[config.mk]
export PLATFORM = sky130hd
export DESIGN_NAME = blockade_outport
export DESIGN_NICKNAME = d
export VERILOG_FILES = /design/src/rtl/blockade_outport.sv
export SDC_FILE = /design/constraint.sdc
export NUM_CORES = 1
export LEC_CHECK = 0
export CORE_UTILIZATION = 51
export DETAILED_ROUTE_END_ITERATION = 8
export PLACE_DENSITY = 0.78
export SETUP_SLACK_MARGIN = 0.5
export SYNTH_ARGS = -nofsm -noshare
export SYNTH_HDL_FRONTEND = slang
export SYNTH_SLANG_ARGS = --single-unit
[constraint.sdc]
create_clock -name clk -period 3 [get_ports clk]
set_clock_uncertainty 0.05 [all_clocks]
set_input_delay 0.6 -clock clk [delete_from_list [all_inputs] [get_ports clk]]
set_output_delay 0.6 -clock clk [all_outputs]
set_load 0.03 [all_outputs]
[src/rtl/blockade_outport.sv]
// blockade_outport
//   Write-side CPU port responder for the Blockade core. It decodes 8080 OUT
//   cycles, holds the coin latch and the sound-frequency register, runs the
//   tone divider and the envelope state machine, and produces an 8-bit mono
//   audio sample.
//
// Parameters
//   ENV_DIV   tick_en pulses per envelope decay step (>= 1)
//   ENV_MAX   envelope level loaded by an ENV_ON write
//
// Ports
//   clk         system clock
//   reset_n     asynchronous active-low reset
//   outp        OUT-cycle strobe (level; may stay high for many clocks)
//   port_addr   CPU ADDR[7:0] during the OUT cycle
//   data_in     CPU write data
//   tick_en     one-clock sound clock enable
//   coin_latch  coin latch bit
//   sound_freq  current frequency register
//   tone_out    divider square wave
//   env_level   current envelope level
//   env_busy    envelope state machine not idle
//   audio       registered sample: tone_out ? env_level : 0
module blockade_outport #(
   parameter int         ENV_DIV = 4096,
   parameter logic [7:0] ENV_MAX = 8'hFF
) (
   input  logic       clk,
   input  logic       reset_n,
   input  logic       outp,
   input  logic [7:0] port_addr,
   input  logic [7:0] data_in,
   input  logic       tick_en,
   output logic       coin_latch,
   output logic [7:0] sound_freq,
   output logic       tone_out,
   output logic [7:0] env_level,
   output logic       env_busy,
   output logic [7:0] audio
);

   localparam int PW = (ENV_DIV > 1) ? $clog2(ENV_DIV) : 1;
   localparam logic [PW-1:0] PRESC_LAST = PW'(ENV_DIV - 1);

   typedef enum logic [1:0] {
      ENV_IDLE  = 2'd0,
      ENV_HOLD  = 2'd1,
      ENV_DECAY = 2'd2
   } env_state_t;

   logic          outp_q;
   logic          wr_evt;
   logic          env_on;
   logic          env_off;
   logic [7:0]    tone_cnt;
   logic [PW-1:0] presc, presc_nxt;
   logic [7:0]    level_nxt;
   env_state_t    state, state_nxt;

   // Upper address bits carry no port selects on this board.
   logic unused_addr_hi;
   assign unused_addr_hi = ^port_addr[7:4];

   // One event per OUT cycle: rising edge of the strobe level.
   assign wr_evt  = outp & ~outp_q;
   assign env_on  = wr_evt & port_addr[2];
   assign env_off = wr_evt & port_addr[3];

   // outp_q sits at 1 during reset so a strobe still high at release is
   // treated as already seen and cannot fire a spurious write.
   always_ff @(posedge clk or negedge reset_n) begin
      if (!reset_n) outp_q <= 1'b1;
      else          outp_q <= outp;
   end

   // Port registers. Several address bits may be set in one write.
   always_ff @(posedge clk or negedge reset_n) begin
      if (!reset_n) begin
         coin_latch <= 1'b0;
         sound_freq <= 8'h00;
      end else if (wr_evt) begin
         if (port_addr[0]) coin_latch <= data_in[0];
         if (port_addr[1]) sound_freq <= data_in;
      end
   end

   // Tone divider: counts up to FF, then reloads from sound_freq, so the
   // half-period is 256 - sound_freq ticks. A frequency write only takes
   // effect at the next reload.
   always_ff @(posedge clk or negedge reset_n) begin
      if (!reset_n) begin
         tone_cnt <= 8'h00;
         tone_out <= 1'b0;
      end else if (tick_en) begin
         if (tone_cnt == 8'hFF) begin
            tone_cnt <= sound_freq;
            tone_out <= ~tone_out;
         end else begin
            tone_cnt <= tone_cnt + 8'd1;
         end
      end
   end

   // Envelope state register.
   always_ff @(posedge clk or negedge reset_n) begin
      if (!reset_n) begin
         state     <= ENV_IDLE;
         env_level <= 8'h00;
         presc     <= '0;
      end else begin
         state     <= state_nxt;
         env_level <= level_nxt;
         presc     <= presc_nxt;
      end
   end

   // Envelope next state. ENV_OFF beats ENV_ON in the same write; a
   // command write beats a coincident decay tick.
   always_comb begin
      state_nxt = state;
      level_nxt = env_level;
      presc_nxt = presc;
      case (state)
         ENV_IDLE: begin
            level_nxt = 8'h00;
            if (env_on && !env_off) begin
               state_nxt = ENV_HOLD;
               level_nxt = ENV_MAX;
               presc_nxt = '0;
            end
         end
         ENV_HOLD: begin
            if (env_off) begin
               state_nxt = ENV_DECAY;
               presc_nxt = '0;
            end else if (env_on) begin
               level_nxt = ENV_MAX;
               presc_nxt = '0;
            end
         end
         ENV_DECAY: begin
            if (env_on && !env_off) begin
               state_nxt = ENV_HOLD;
               level_nxt = ENV_MAX;
               presc_nxt = '0;
            end else if (env_level == 8'h00) begin
               // Only reachable with ENV_MAX of zero; never underflow.
               state_nxt = ENV_IDLE;
            end else if (tick_en) begin
               if (presc == PRESC_LAST) begin
                  presc_nxt = '0;
                  level_nxt = env_level - 8'd1;
                  if (env_level == 8'd1) state_nxt = ENV_IDLE;
               end else begin
                  presc_nxt = presc + PW'(1);
               end
            end
         end
         default: begin
            state_nxt = ENV_IDLE;
            level_nxt = 8'h00;
            presc_nxt = '0;
         end
      endcase
   end

   assign env_busy = (state != ENV_IDLE);

   // Audio sample follows the previous edge's tone and level.
   always_ff @(posedge clk or negedge reset_n) begin
      if (!reset_n) audio <= 8'h00;
      else          audio <= tone_out ? env_level : 8'h00;
   end

endmodule

==> run metrics, run 1 <==
Tcrit/Tclk final 81.7%; Syn Nets 274; die width 72.2 um; die area 0.00522 mm^2; Antenna diodes 0; Critical path destination env_busy; NumNets Final 325; floorplan core area 0.00472 mm^2; drt first pass iters 5; Avg Inst Size Synth 10.1 um^2; Crit. End Element primary output; Worst EP arrival 1.80 ns; total wire length 5480 um; top_reg_cell synth dfrtp_1; effective utilization at floorplan 53.3%; Clk pwr share 22.5%; Worst-Skew Late Latency 0.30 ns; Routed wire per std cell 14.9 um; I/O Buffers 42; Switching Fraction 34.6%; P&R area growth vs syn 24.9%; power density over the cells 550 mW/mm^2; type of the worst setup path reg -> out; RR Startpoint presc[0]; post-DP HPWL 3880 um; largest net degree at the start of global routing 31; FP Rows 25; overall power 1730 uW; Synth Register Bits 49; unrepaired setup endpoints after global routing false; commonest non-fill, non-tap cell in the layout dfrtp_1; CP Launch Type flip-flop; Die Span Y 72.2 um; DRC viols 0; grt total ovfl 0; Sink Count 49; Synth cell types 55; CTS tree built; Worst R2R Path Depth 6; Max Clk Rate 408 MHz; first-pass GRT wire length 8870 um; Max VDD drop 0.000240 V; worst r2r dst presc[9]; Hold Fails Final Rpt 0; CP Launch Point state[1]; Root Buffer clkbuf_8; Post-synth EDFFs 0; clock-pin slew on the worst setup and hold paths 0.09 ns; vias per inst 5.62; Setup violations, final 0; most frequent cells in the layout 47 x dfrtp_1, 41 x clkdlybuf4s50_1, 30 x nand2_1; Comb pwr share 28.3%; fin. max-slew vios 0; Pint 1130 uW; initial antenna violation count 0; Max Cap Viol 0; fraction of layout cells with a size suffix above 1 11.3%; vias in the first global route 1980; vias 2074; number of cells produced by synthesis 250; min cycle time layout 2.45 ns; Seq pwr share 49.2%; Worst Path Required 2.35 ns; Final Wtd Congestion 0.850; I/O pin count 47; Post-DRT Antenna Nets 0; Core Util, Final 66.5%; synthesized area 0.00252 mm^2; status finished clean; clk buf depth 2; clock buffer count from CTS 5; GRT Total Usage 21.8%; Yosys Warn Count 0; Sw Pwr 598 uW; Pleak 0.00133 uW; post-synthesis sequential area ratio 48.8%; FF-to-FF setup slack 0.66 ns; Synth async-reset ratio 100%; Setup TNS 0 ns; hold crit path type in -> async; Starting DRT DRC Count 117; H-tree Lvls 2; Worst-Margin Slew 0.506 ns; Slew headroom 66.0%; Critical Path Fanout Max 16
layout make-up:
class                           count  area [um^2]
Sequential cell                    49         1230
Inverter                            5         18.8
Tap cell                           67         83.8
Timing Repair Buffer               52          490
Multi-Input combinational cell    188         1230
Clock buffer                        6         72.6
Clock inverter                      2         15.0
Fill cell                         369         1580
power by group through the flow:
stage	clock network (uW)	logic (uW)	registers, uW
4_1_cts	399	489	847
5_1_grt	425	532	861
2_1_floorplan	0	244	906
3_3_place_gp	0	475	854
3_5_place_dp	0	488	860
6_report	389	489	850
cell families (layout without fill, tap and decap cells):
kind of cell    Yosys count  count (layout)  share of synthesized area [%]
simple gates            106             106                           23.4
compound gates           56              56                           14.3
flops                    49              49                           48.8
mux                      14              14                           6.12
buf+inv                  13              65                           2.63
xor+xnor                  8               8                           2.78
fa+ha+maj                 4               4                           1.99
metal layers:
metal	GRT usage (%)	up-vias	share of wire (%)
met2	35.3	48	51
li1	-	1006	-
met3	4.72	5	3.2
met4	6.97	0	0.58
met1	29.4	1015	45
met5	0	-	0
critical path, cell delays in order (launching register included):
cell and delay [ns]:
dfrtp_1 0.39, buf_4 0.19, or2_2 0.32, clkdlybuf4s50_1 0.59
per-stage QoR:
stage	instances	cell area [um^2]	hold slack (ns)	setup slack, ns
6_report	369	3140	0.184	0.550
4_1_cts	366	3110	0.194	0.521
3_3_place_gp	358	3020	0.441	0.228
3_5_place_dp	358	3020	0.448	0.193
5_1_grt	369	3140	0.212	0.492
2_1_floorplan	250	2520	0.254	0.609
worst min-delay path by stage:
stage | from | endpoint | slack (ns)
finish | reset_n | env_level[7] | 0.18
global route | reset_n | env_level[4] | 0.21
CTS | reset_n | env_level[4] | 0.19
detailed placement | coin_latch | coin_latch | 0.45
global placement | coin_latch | coin_latch | 0.44
floorplan | reset_n | audio[0] | 0.25
cell usage after synthesis (4+ instances only):
cell | n | area (um^2)
xor2_1 | 5 | 43.8
dfrtp_1 | 48 | 1200
nor2_1 | 16 | 60.1
mux2_1 | 10 | 113
nand4_1 | 8 | 50.1
nand3_1 | 10 | 50.1
clkbuf_1 | 4 | 15.0
ha_1 | 4 | 50.1
o21ai_1 | 8 | 40.0
nor3_1 | 4 | 20.0
inv_1 | 4 | 15.0
and3_1 | 5 | 31.3
o31ai_1 | 4 | 30.0
and2_1 | 12 | 75.1
a21oi_1 | 22 | 110
nand2_1 | 30 | 113
repair_timing:
item | 4_1_cts | 5_1_grt
hold endpoints to repair | 0 | 0
resized for setup | 0 | 3
hold buffers | 0 | 0
buffers inserted | 0 | 3
endpoints found under the setup margin | 0 | 12
flip-flops by register name, summed over array words and instances, names as in the netlist:
signal and cells:
presc 12, audio 8, env_level 8, sound_freq 8, tone_cnt 8, state 2
coin_latch 1, outp_q 1, tone_out 1
Note: power is estimated with default switching activity, not from simulation.
==> run 2, diff against run 1 <==
Settings changed: CORE_UTILIZATION 51 to 47, PLACE_DENSITY 0.78 to 0.76.
Clock period 3 ns to 2.1 ns, I/O delays scaled along.
==> run 2 against run 1 <==
Against the previous run:
- combinational power increased by 100%
- clock power grew 57%
- sequential share of layout area decreased by 5.7 points
- via count is 13% higher
- power increased by 61%
- utilization rose by 5.6 points
- cell area rose by 18%
- global-route usage is 3.7 points higher
- non-clock buffer count rose by 45
- worst hold slack worse by 0.17 ns
- critical path type is now reg -> reg
- critical endpoint is now presc[9]
==> run metrics, run 2 (synthesized netlist as in run 1, its figures left out) <==
status finished clean; DRC viols 0; Worst Path Required 2.28 ns; flip-flop count of the largest register after layout 12; Post-DRT Antenna Nets 0; initial antenna violation count 0; grt total ovfl 0; H-tree Lvls 2; clock-pin slew on the worst setup and hold paths 0.09 ns; GRT Total Usage 25.5%; type of the worst setup path reg -> reg; most frequent cells in the layout 44 x buf_4, 41 x dfrtp_1, 29 x nand2_1; clock buffer count from CTS 5; delay-heaviest family, CP simple AND/OR/NAND/NOR gates; I/O pin count 47; largest net degree at the start of global routing 30; post-DP HPWL 4390 um; Sw Pwr 951 uW; Clk pwr share 21.9%; Largest Register presc; setup ws final 0.0604 ns; vias 2339; FP Rows 26; Crit. End Element flip-flop; worst stage delay on the critical path 0.55 ns; hold_ws 0.0160 ns; NumNets Final 370; vias in the first global route 2320; Post-CTS Hold Buffers 0; FF-to-FF setup slack 0.06 ns; total wire length 6620 um; die area 0.00565 mm^2; Seq pwr share 42.5%; Slew headroom 66.5%; Pleak 0.00168 uW; crit-path cells ha_4 > nand3_4 > nor4_2 > buf_4 > or4b_4 > or4_4 > o211ai_2; die width 75.2 um; CP max stage cell or4b_4; Sink Count 49; first-pass GRT wire length 10800 um; CTS tree built; hold crit path type in -> async; Max Clk Rate 490 MHz; WP buf/inv 1; Tcrit/Tclk final 97.1%; vias per inst 5.61; Final Wtd Congestion 0.894; effective utilization at floorplan 49.0%; Max VDD drop 0.000424 V; CP Launch Type flip-flop; Die Span Y 75.2 um; I/O Buffers 42; Worst EP arrival 2.22 ns; Max Cap Viol 0; min cycle time layout 2.04 ns; Routed wire per std cell 15.9 um; clk buf depth 2; pre-CTS WS -0.313 ns; Worst-Margin Slew 0.502 ns; drt first pass iters 4; Worst-Skew Late Latency 0.30 ns; Comb pwr share 35.6%; floorplan core area 0.00514 mm^2; Root Buffer clkbuf_8; Pint 1830 uW; Starting DRT DRC Count 161; Antenna diodes 0; fin. max-slew vios 0; unrepaired setup endpoints after global routing true; commonest non-fill, non-tap cell in the layout buf_4; Critical Path Fanout Max 5; Hold Fails Final Rpt 0; power density over the cells 751 mW/mm^2; fraction of layout cells with a size suffix above 1 35.7%; Switching Fraction 34.2%; P&R area growth vs syn 47.2%; Setup violations, final 0
## run 2: stage by stage
| step | utilization, % | std cells | instance area, um^2 | total power (uW) | setup TNS, ns |
|---|---|---|---|---|---|
| final | 72.1 | 417 | 3700 | 2780 | 0 |
| after global routing | 72.1 | 417 | 3700 | 2920 | 0 |
| after global placement | 64.5 | 389 | 3310 | 1990 | -2.75 |
| after detailed placement | 64.5 | 389 | 3310 | 2020 | -3.37 |
| after floorplan | - | 250 | 2570 | 1670 | -0.0271 |
| after CTS | 70.5 | 413 | 3620 | 2720 | 0 |
## run 2: timing repair
action / in CTS / in global routing
endpoints found under the setup margin: 58 / 42
buffers inserted: 16 / 4
pin swaps: 10 / 8
gates resized for setup: 77 / 34
endpoints found under the hold margin: 0 / 0
## run 2: final timing paths
kind,start,end,cells past startpoint
max,presc[1],presc[9],7
min,reset_n,sound_freq[4],1
max reg2reg,presc[1],presc[9],7
min reg2reg,coin_latch,coin_latch,1
max in group asynchronous,reset_n,env_level[2],2
min in group clk,outp,outp_q,2
## run 2: power by group through the flow
stage | clock network, uW | registers [uW] | logic (uW)
after global routing | 657 | 1200 | 1060
final | 610 | 1180 | 989
after floorplan | 0 | 1300 | 369
after CTS | 617 | 1180 | 930
after detailed placement | 0 | 1210 | 814
after global placement | 0 | 1200 | 783
## run 2: cell type report
class | instances | area, um^2
clock buffers | 7 | 96.3
clock inverters | 1 | 5.00
fillers | 389 | 1440
inverters | 5 | 18.8
multi-input cells | 188 | 1410
flip-flops and latches | 49 | 1240
well taps | 70 | 87.6
repair buffers | 97 | 848
## run 2: metal layers
metal	up-vias	share of wire (%)	track usage [%]
li1	1107	-	-
met1	1170	41	29.7
met2	50	54	47.5
met3	12	3.4	4.95
met4	0	1.5	7.41
met5	-	0	0
